==> src/rtl/shift_rows.sv <==
// AES ShiftRows / InvShiftRows byte rotation of one 32-bit state row.
// Latency: zero (combinational row_out/done while start=1); registered copy updates next edge.
// Backpressure: none; every start cycle is accepted independently, back-to-back allowed.
//
// Ports:
//   clk      rising-edge clock for the hold register
//   rst      synchronous active-high reset; clears the hold register, wins over start
//   idx_row  row number 0..3, equals rotation amount in bytes
//   row_in   input row, byte 0 (leftmost column) in [31:24]
//   start    request strobe; row_in/idx_row valid this cycle
//   done     high in the same cycle as start
//   row_out  rotated row while start=1, otherwise the last captured result
module shift_rows #(
    parameter bit INVERSE = 1'b0
) (
    input  logic        clk,
    input  logic        rst,
    input  logic [1:0]  idx_row,
    input  logic [31:0] row_in,
    input  logic        start,
    output logic        done,
    output logic [31:0] row_out
);

    logic [1:0]  rot_amt;
    logic [31:0] row_rot;
    logic [31:0] row_q;

    // A right rotation by n bytes is a left rotation by (4 - n) mod 4, so the
    // inverse build only remaps the amount and shares the left-rotate wiring.
    always_comb begin
        rot_amt = idx_row;
        if (INVERSE) begin
            rot_amt = 2'd0 - idx_row;
        end
    end

    // Left rotation by whole bytes: pure wiring, no byte is altered.
    always_comb begin
        row_rot = row_in;
        case (rot_amt)
            2'd0: row_rot = row_in;
            2'd1: row_rot = {row_in[23:0], row_in[31:24]};
            2'd2: row_rot = {row_in[15:0], row_in[31:16]};
            2'd3: row_rot = {row_in[7:0],  row_in[31:8]};
            default: row_rot = row_in;
        endcase
    end

    always_ff @(posedge clk) begin
        if (rst) begin
            row_q <= 32'h0;
        end else if (start) begin
            row_q <= row_rot;
        end
    end

    // When idle, idx_row is don't-care: the mux picks row_q so an unknown
    // index cannot leak onto row_out.
    always_comb begin
        done    = start;
        row_out = start ? row_rot : row_q;
    end

endmodule

==> config.mk <==
export PLATFORM = sky130hd
export DESIGN_NAME = shift_rows
export DESIGN_NICKNAME = d
export VERILOG_FILES = /design/src/rtl/shift_rows.sv
export SDC_FILE = /design/constraint.sdc
export NUM_CORES = 1
export LEC_CHECK = 0
export CAP_MARGIN = 15
export CORE_MARGIN = 2
export CORE_UTILIZATION = 49
export DETAILED_ROUTE_END_ITERATION = 10
export PLACE_DENSITY = 0.85
export SLEW_MARGIN = 20
export SYNTH_ARGS = -nofsm -noshare
export SYNTH_HDL_FRONTEND = slang
export SYNTH_SLANG_ARGS = --single-unit
==> constraint.sdc <==
create_clock -name clk -period 2.4 [get_ports clk]
set_input_delay 0.24 -clock clk [delete_from_list [all_inputs] [get_ports clk]]
set_output_delay 0.24 -clock clk [all_outputs]
set_load 0.02 [all_outputs]
# Word level (Yosys, flattened, before mapping)
# Index checks and enable logic that the tools add are counted.
# totals
regBits	32
latch_bits	0
ram_bits	0
mem_bits_ro	0
in_bits	37
out_inout_bits	33
elab_cells	7
n_memories	0
# classes
add_sub_neg	0
n_mul	0
div_mod_pow	0
n_lt_le_gt_ge	0
n_eq_ne	3
shift	0
muxes	2
bitwise_logic	0
reduce_logical	1
# ops
op	count
$pmux 32 s4	1
$mux 32	1
$eq 2x2->1 const B	2
$eq 2x1->1 const B	1
$logic_not 2->1	1

# Depth between registers and ports, before layout
# Gate-level depths: netlist of run 1.
# depth
depth_word	3
depth_mapped	7
ltp_nobuf	4

# Worst setup path after synthesis of run 1
# Ideal clock, no wire load.
# synth_timing
kind	input-to-output
startpoint	input port idx_row[1]
endpoint	output port row_out[16]
t_arrival_ps	1270
required_ps	2160
path_slack_ps	890
cell_stages	6
path_buffers	2
cell_sequence	buf_2 > buf_6 > mux2i_1 > nor2_1 > a311oi_1 > o21ai_1
# synth_between
elab_chain_len	3
elab_cells_between_ends	6
classes_between	eq/ne: 3; mux: 2; reduce/logical: 1
# synth_rtl
item	line	rtl
from (decl)	18	input logic [1:0] idx_row,
$eq 2x2->1 (tied with other cells)	41	case (rot_amt)
$pmux 32 s4 (*)	41	
$mux 32 (*)	-	
to (decl)	22	output logic [31:0] row_out
# Every way passes the cells marked *; elsewhere a longest branch is shown, timed or not.

# Final worst setup path of run 1
# layout_timing
startpoint	input port idx_row[0]
endpoint	output port row_out[13]
# The elaborated chain is that of the path after synthesis.

==> results of run 1 <==
## per-layer routing
metal | vias up | share of wire (%) | global-route usage, %
met3 | 12 | 6.1 | 5.09
met1 | 976 | 45 | 29.8
met5 | - | 0 | 0
met4 | 0 | 2.5 | 12.6
met2 | 80 | 47 | 39.5
li1 | 1043 | - | -
## worst paths after layout
path / endpoint / cells past startpoint
hold / removal: row_q[16]$_SDFF_PP0_ / 2
setup reg to reg: row_q[15]$_SDFF_PP0_ / 3
hold reg to reg: row_q[16]$_SDFF_PP0_ / 2
setup / recovery: row_out[13] / 6
## Yosys cell counts, types with 2 or more instances
cell / number
a211o_1: 7
a21oi_1: 20
a221o_1: 7
a22oi_1: 7
a311o_1: 7
a31o_1: 8
and2_0: 6
buf_2: 6
buf_4: 6
buf_6: 3
clkbuf_1: 8
dfxtp_1: 32
inv_2: 3
mux2_2: 2
mux2i_1: 21
nand2_1: 45
nand2b_1: 8
nand3_1: 7
nor2_1: 9
nor2b_1: 32
o2bb2ai_1: 7
## power breakdown
part	total [mW]	switching, mW	internal (mW)
clock network	0.461	0.206	0.255
logic	0.541	0.266	0.274
registers	0.580	0.0102	0.570
## final cells by class
class	count	area (um^2)
Timing Repair Buffer	84	856
Multi-Input combinational cell	199	1300
Sequential cell	32	641
Tap cell	50	62.6
Inverter	3	11.3
Fill cell	326	1090
Clock buffer	7	96.3
## critical path: stages
cell,delay [ps]
clkdlybuf4s50_1,570
buf_4,240
a21oi_1,60
a311o_1,350
nand2_1,80
clkdlybuf4s50_1,600
## stage by stage
step	std cells	TNS, ps
4_1_cts	375	0
6_report	375	0
3_5_place_dp	368	-136
5_1_grt	375	-255
2_1_floorplan	257	0
3_3_place_gp	368	-16.8
## logic make-up after synthesis
group                  count (synthesis)  share of synthesized area [%]
AND/OR/NAND/NOR                      110                           26.5
AO/OA/AOI/OAI                         66                           24.3
buffers and inverters                 26                           7.21
flip-flops                            32                           30.8
multiplexers                          23                           11.2
==> impl_metrics.py, run 1 <==
metrics = {
    "clock_network": {
        "postCtsSetupBuffers": 0,
        "h-tree-depth": 2,
        "cts_root_buf": "clkbuf_8",
        "clkLatencyLatePin_ps": 290,
        "cts_buffers": 5,
        "cts.clk_slew.worst_paths_ps": 70,
        "cts.hold.buffers_added": 0,
        "clockBufferDepth": 2,
        "tritoncts": "done",
        "clock-sinks": 32,
        "cts_resized": 1,
    },
    "route": {
        "drc": 0,
        "drt_iter0_drc": 121,
        "first_pass_iters": 4,
        "antenna_left": 0,
        "wire_per_inst_um": 14.9,
        "postRouteWirelength_um": 5610,
        "vias_per_cell": 5.63,
        "route.vias.total": 2111,
    },
    "layout": {
        "final_cell_mix": "clkdlybuf4s50_1 (60), nand2_1 (45), nor2b_1 (32), dfxtp_1 (32), mux2i_1 (21)",
        "nNetsFinal": 362,
        "postLayoutCellArea_um2": 2960,
        "diodes": 0,
        "area_growth_pct": 42.2,
        "layout-drive-gt1-share_pct": 9.54,
        "largestRegisters": "row_q (32)",
        "largest-register": "row_q",
        "largest_reg_flops": 32,
        "final_util_pct": 73.0,
        "final_common_cell": "clkdlybuf4s50_1",
    },
    "critical_path": {
        "r2r_start": "row_q[15]$_SDFF_PP0_",
        "crit_arrival_ps": 2130,
        "worstSetupPathType": "in -> out",
        "worstSetupStartpoint": "idx_row[0]",
        "ff2ff_setup_slack_ps": 1450,
        "worst_setup_path_end_kind": "output pin",
        "cp_max_fo": 14,
        "worstPathRequired_ps": 2160,
        "start_kind": "input pin",
    },
    "pwr": {
        "power.density_nw_per_um2": 534,
        "power.total_mw": 1.58,
        "p_leak_nw": 1.34,
        "ir_worst_vdd_uv": 358,
    },
    "logic_synthesis": {
        "ys.flop_type": "dfxtp_1",
        "syn_inst": 257,
        "synth_seq_cells": 32,
        "synthTopCellsByArea": "dfxtp_1 (31%), mux2i_1 (10%), nor2b_1 (9.6%), nand2_1 (8.1%), a21oi_1 (4.8%)",
        "yosysTopAreaCellShare_pct": 30.8,
        "synth_cell_type_count": 27,
        "syn-cell-area_um2": 2080,
        "yosysSeqAreaShare_pct": 30.8,
        "synthArstFlopShare_pct": 0,
        "synth_nets": 294,
        "ys_warn_count": 0,
        "avgSynthCellArea_um2": 8.11,
        "yosys.area.top_type": "dfxtp_1",
        "synth_edf_count": 0,
    },
    "sta": {
        "finalSetupViolations": 0,
        "hold_viol": 0,
        "post-route-period-util_pct": 98.9,
        "clock.fmax_mhz": 421,
        "fin_skew_ps": 0,
        "finalWorstSetupSlack_ps": 26.6,
        "fin_crit_ps": 2370,
        "rsz0062_at_grt": "true",
        "fin_hold_ws_ps": 529,
        "worst_slew_pin_slew_ps": 343,
        "relSlewSlack_pct": 77.1,
        "slew_violations": 0,
    },
    "floorplan": {
        "ios": 70,
        "start_util_pct": 51.3,
        "fp.dieH_um": 69.2,
        "rows": 23,
        "dieArea_um2": 4790,
        "coreArea_um2": 4060,
        "die_w_um": 69.2,
    },
    "place": {
        "placed_cell_area_um2": 2840,
        "dp_slack_ps": -38.0,
        "port_buffers": 69,
        "place.detailed.hpwl_um": 3960,
        "place.gp.congestion": 0.885,
    },
    "hold_path": {
        "hp-start": "row_q[16]$_SDFF_PP0_",
        "hold_path_class": "reg -> reg",
    },
    "grt": {
        "grt_pass1_wl_um": 9320,
        "antenna_found_initial": 0,
        "track_usage_pct": 24.2,
        "grt_start_max_net_pins": 33,
        "grt-ovfl-total": 0,
        "first_global_vias": 2081,
    },
    "run": {
        "max_cap_viol_count": 0,
    },
    "status": {
        "status": "complete, no violations",
    },
}
Note: power is estimated with default switching activity, not from simulation.
==> run 2, diff against run 1 <==
Settings changed: SETUP_SLACK_MARGIN from default to 0.1.
==> impl_metrics.py, run 2 (synthesis results as in run 1) <==
metrics = {
    "floorplan": {
        "start_util_pct": 51.3,
        "dieArea_um2": 4790,
        "die_w_um": 69.2,
        "ios": 70,
        "coreArea_um2": 4060,
        "rows": 23,
        "fp.dieH_um": 69.2,
    },
    "route": {
        "antenna_left": 0,
        "wire_per_inst_um": 15.0,
        "vias_per_cell": 5.65,
        "drc": 0,
        "postRouteWirelength_um": 5640,
        "drt_iter0_drc": 113,
        "route.vias.total": 2119,
        "first_pass_iters": 4,
    },
    "sta": {
        "finalWorstSetupSlack_ps": 217,
        "finalSetupViolations": 0,
        "fin_hold_ws_ps": 524,
        "post-route-period-util_pct": 90.9,
        "clock.fmax_mhz": 458,
        "hold_viol": 0,
        "worst_slew_pin_slew_ps": 343,
        "relSlewSlack_pct": 77.1,
        "slew_violations": 0,
        "fin_crit_ps": 2180,
        "fin_skew_ps": 0,
        "rsz0062_at_grt": "false",
    },
    "place": {
        "place.gp.congestion": 0.885,
        "place.detailed.hpwl_um": 3960,
        "dp_slack_ps": -38.0,
        "port_buffers": 69,
        "placed_cells": 368,
        "placed_cell_area_um2": 2840,
    },
    "clock_network": {
        "tritoncts": "done",
        "clockBufferDepth": 2,
        "cts.clk_slew.worst_paths_ps": 70,
        "postCtsSetupBuffers": 0,
        "clock-sinks": 32,
        "cts_buffers": 5,
        "h-tree-depth": 2,
        "cts_root_buf": "clkbuf_8",
        "clkLatencyLatePin_ps": 290,
    },
    "layout": {
        "largest_reg_flops": 32,
        "nNetsFinal": 362,
        "layout-drive-gt1-share_pct": 9.23,
        "diodes": 0,
        "largestRegisters": "row_q (32)",
        "fin_cells": 375,
        "largest-register": "row_q",
        "nFillCells": 338,
        "final_common_cell": "clkdlybuf4s50_1",
        "area_growth_pct": 41.1,
        "postLayoutCellArea_um2": 2940,
        "final_cell_mix": "clkdlybuf4s50_1 (56), nand2_1 (45), nor2b_1 (32), dfxtp_1 (32), mux2i_1 (21)",
    },
    "critical_path": {
        "worstSetupPathType": "in -> out",
        "crit_chain": "buf_2 > buf_12 > inv_2 > nand2_1 > a311o_1 > nand2_1 > clkdlybuf4s50_1",
        "cp_top_family": "buffers and inverters",
        "start_kind": "input pin",
        "crit_arrival_ps": 1940,
        "crit_buf_inv": 4,
        "cpMostUsedCell": "nand2_1",
        "cp_slowest_stage_delay_ps": 600,
        "cp_max_fo": 20,
        "worstPathRequired_ps": 2160,
        "crit_slowest_cell": "clkdlybuf4s50_1",
        "worst_setup_path_end_kind": "output pin",
    },
    "pwr": {
        "power.total_mw": 1.57,
        "ir_worst_vdd_uv": 351,
        "power.density_nw_per_um2": 535,
        "p_leak_nw": 1.29,
    },
    "grt": {
        "antenna_found_initial": 0,
        "track_usage_pct": 24.1,
        "first_global_vias": 2080,
        "grt_start_max_net_pins": 33,
        "grt-ovfl-total": 0,
        "grt_pass1_wl_um": 9300,
    },
    "status": {
        "status": "complete, no violations",
    },
    "hold_path": {
        "hold_path_class": "reg -> reg",
    },
    "run": {
        "max_cap_viol_count": 0,
    },
}
==> run 2: repair_timing <==
item / CTS / global route
endpoints found under the setup margin: 22 / 14
gates resized for setup: 11 / 5
hold buffers: 0 / 0
==> run 2: where the power goes <==
group	switching, mW	total [mW]	internal [mW]	leakage [nW]
Clock	0.208	0.463	0.255	0.0503
Combinational	0.266	0.531	0.264	0.975
Sequential	0.0101	0.580	0.570	0.264
Total	0.484	1.57	1.09	1.29
==> run 2: final cells by class <==
class,count,area [um^2],area share [%]
Clock buffer,7,96.3,3.28
Tap cell,50,62.6,2.13
Multi-Input combinational cell,199,1290,44.0
Sequential cell,32,641,21.8
Timing Repair Buffer,84,832,28.3
Inverter,3,13.8,0.468
==> run 2: per-layer routing <==
layer  vias up  routed length [um]  GRT usage, %
li1       1044                   -             -
met1       978                2440          29.7
met2        85                2680          39.5
met3        12                 372          5.09
met4         0                 138          12.6
met5         -                   0             0
==> run 2: worst min-delay path, stage by stage (launching register included) <==
cell and delay, ps:
dfxtp_1 300, nor2_1 110, a211oi_1 60
==> run 2: worst paths after layout <==
path,endpoint,depth (start not counted),slack (ps),start
max,row_out[10],7,220,idx_row[1]
min,row_q[16]$_SDFF_PP0_,2,520,row_q[16]$_SDFF_PP0_
max reg2reg,row_q[15]$_SDFF_PP0_,3,1450,row_q[15]$_SDFF_PP0_
min reg2reg,row_q[16]$_SDFF_PP0_,2,520,row_q[16]$_SDFF_PP0_
==> run 2: stage by stage <==
stage | setup TNS [ps] | utilization (%)
6_report | 0 | 72.4
5_1_grt | 0 | 72.4
4_1_cts | 0 | 72.2
3_5_place_dp | -136 | 70.1
3_3_place_gp | -16.8 | 70.1
2_1_floorplan | 0 | -
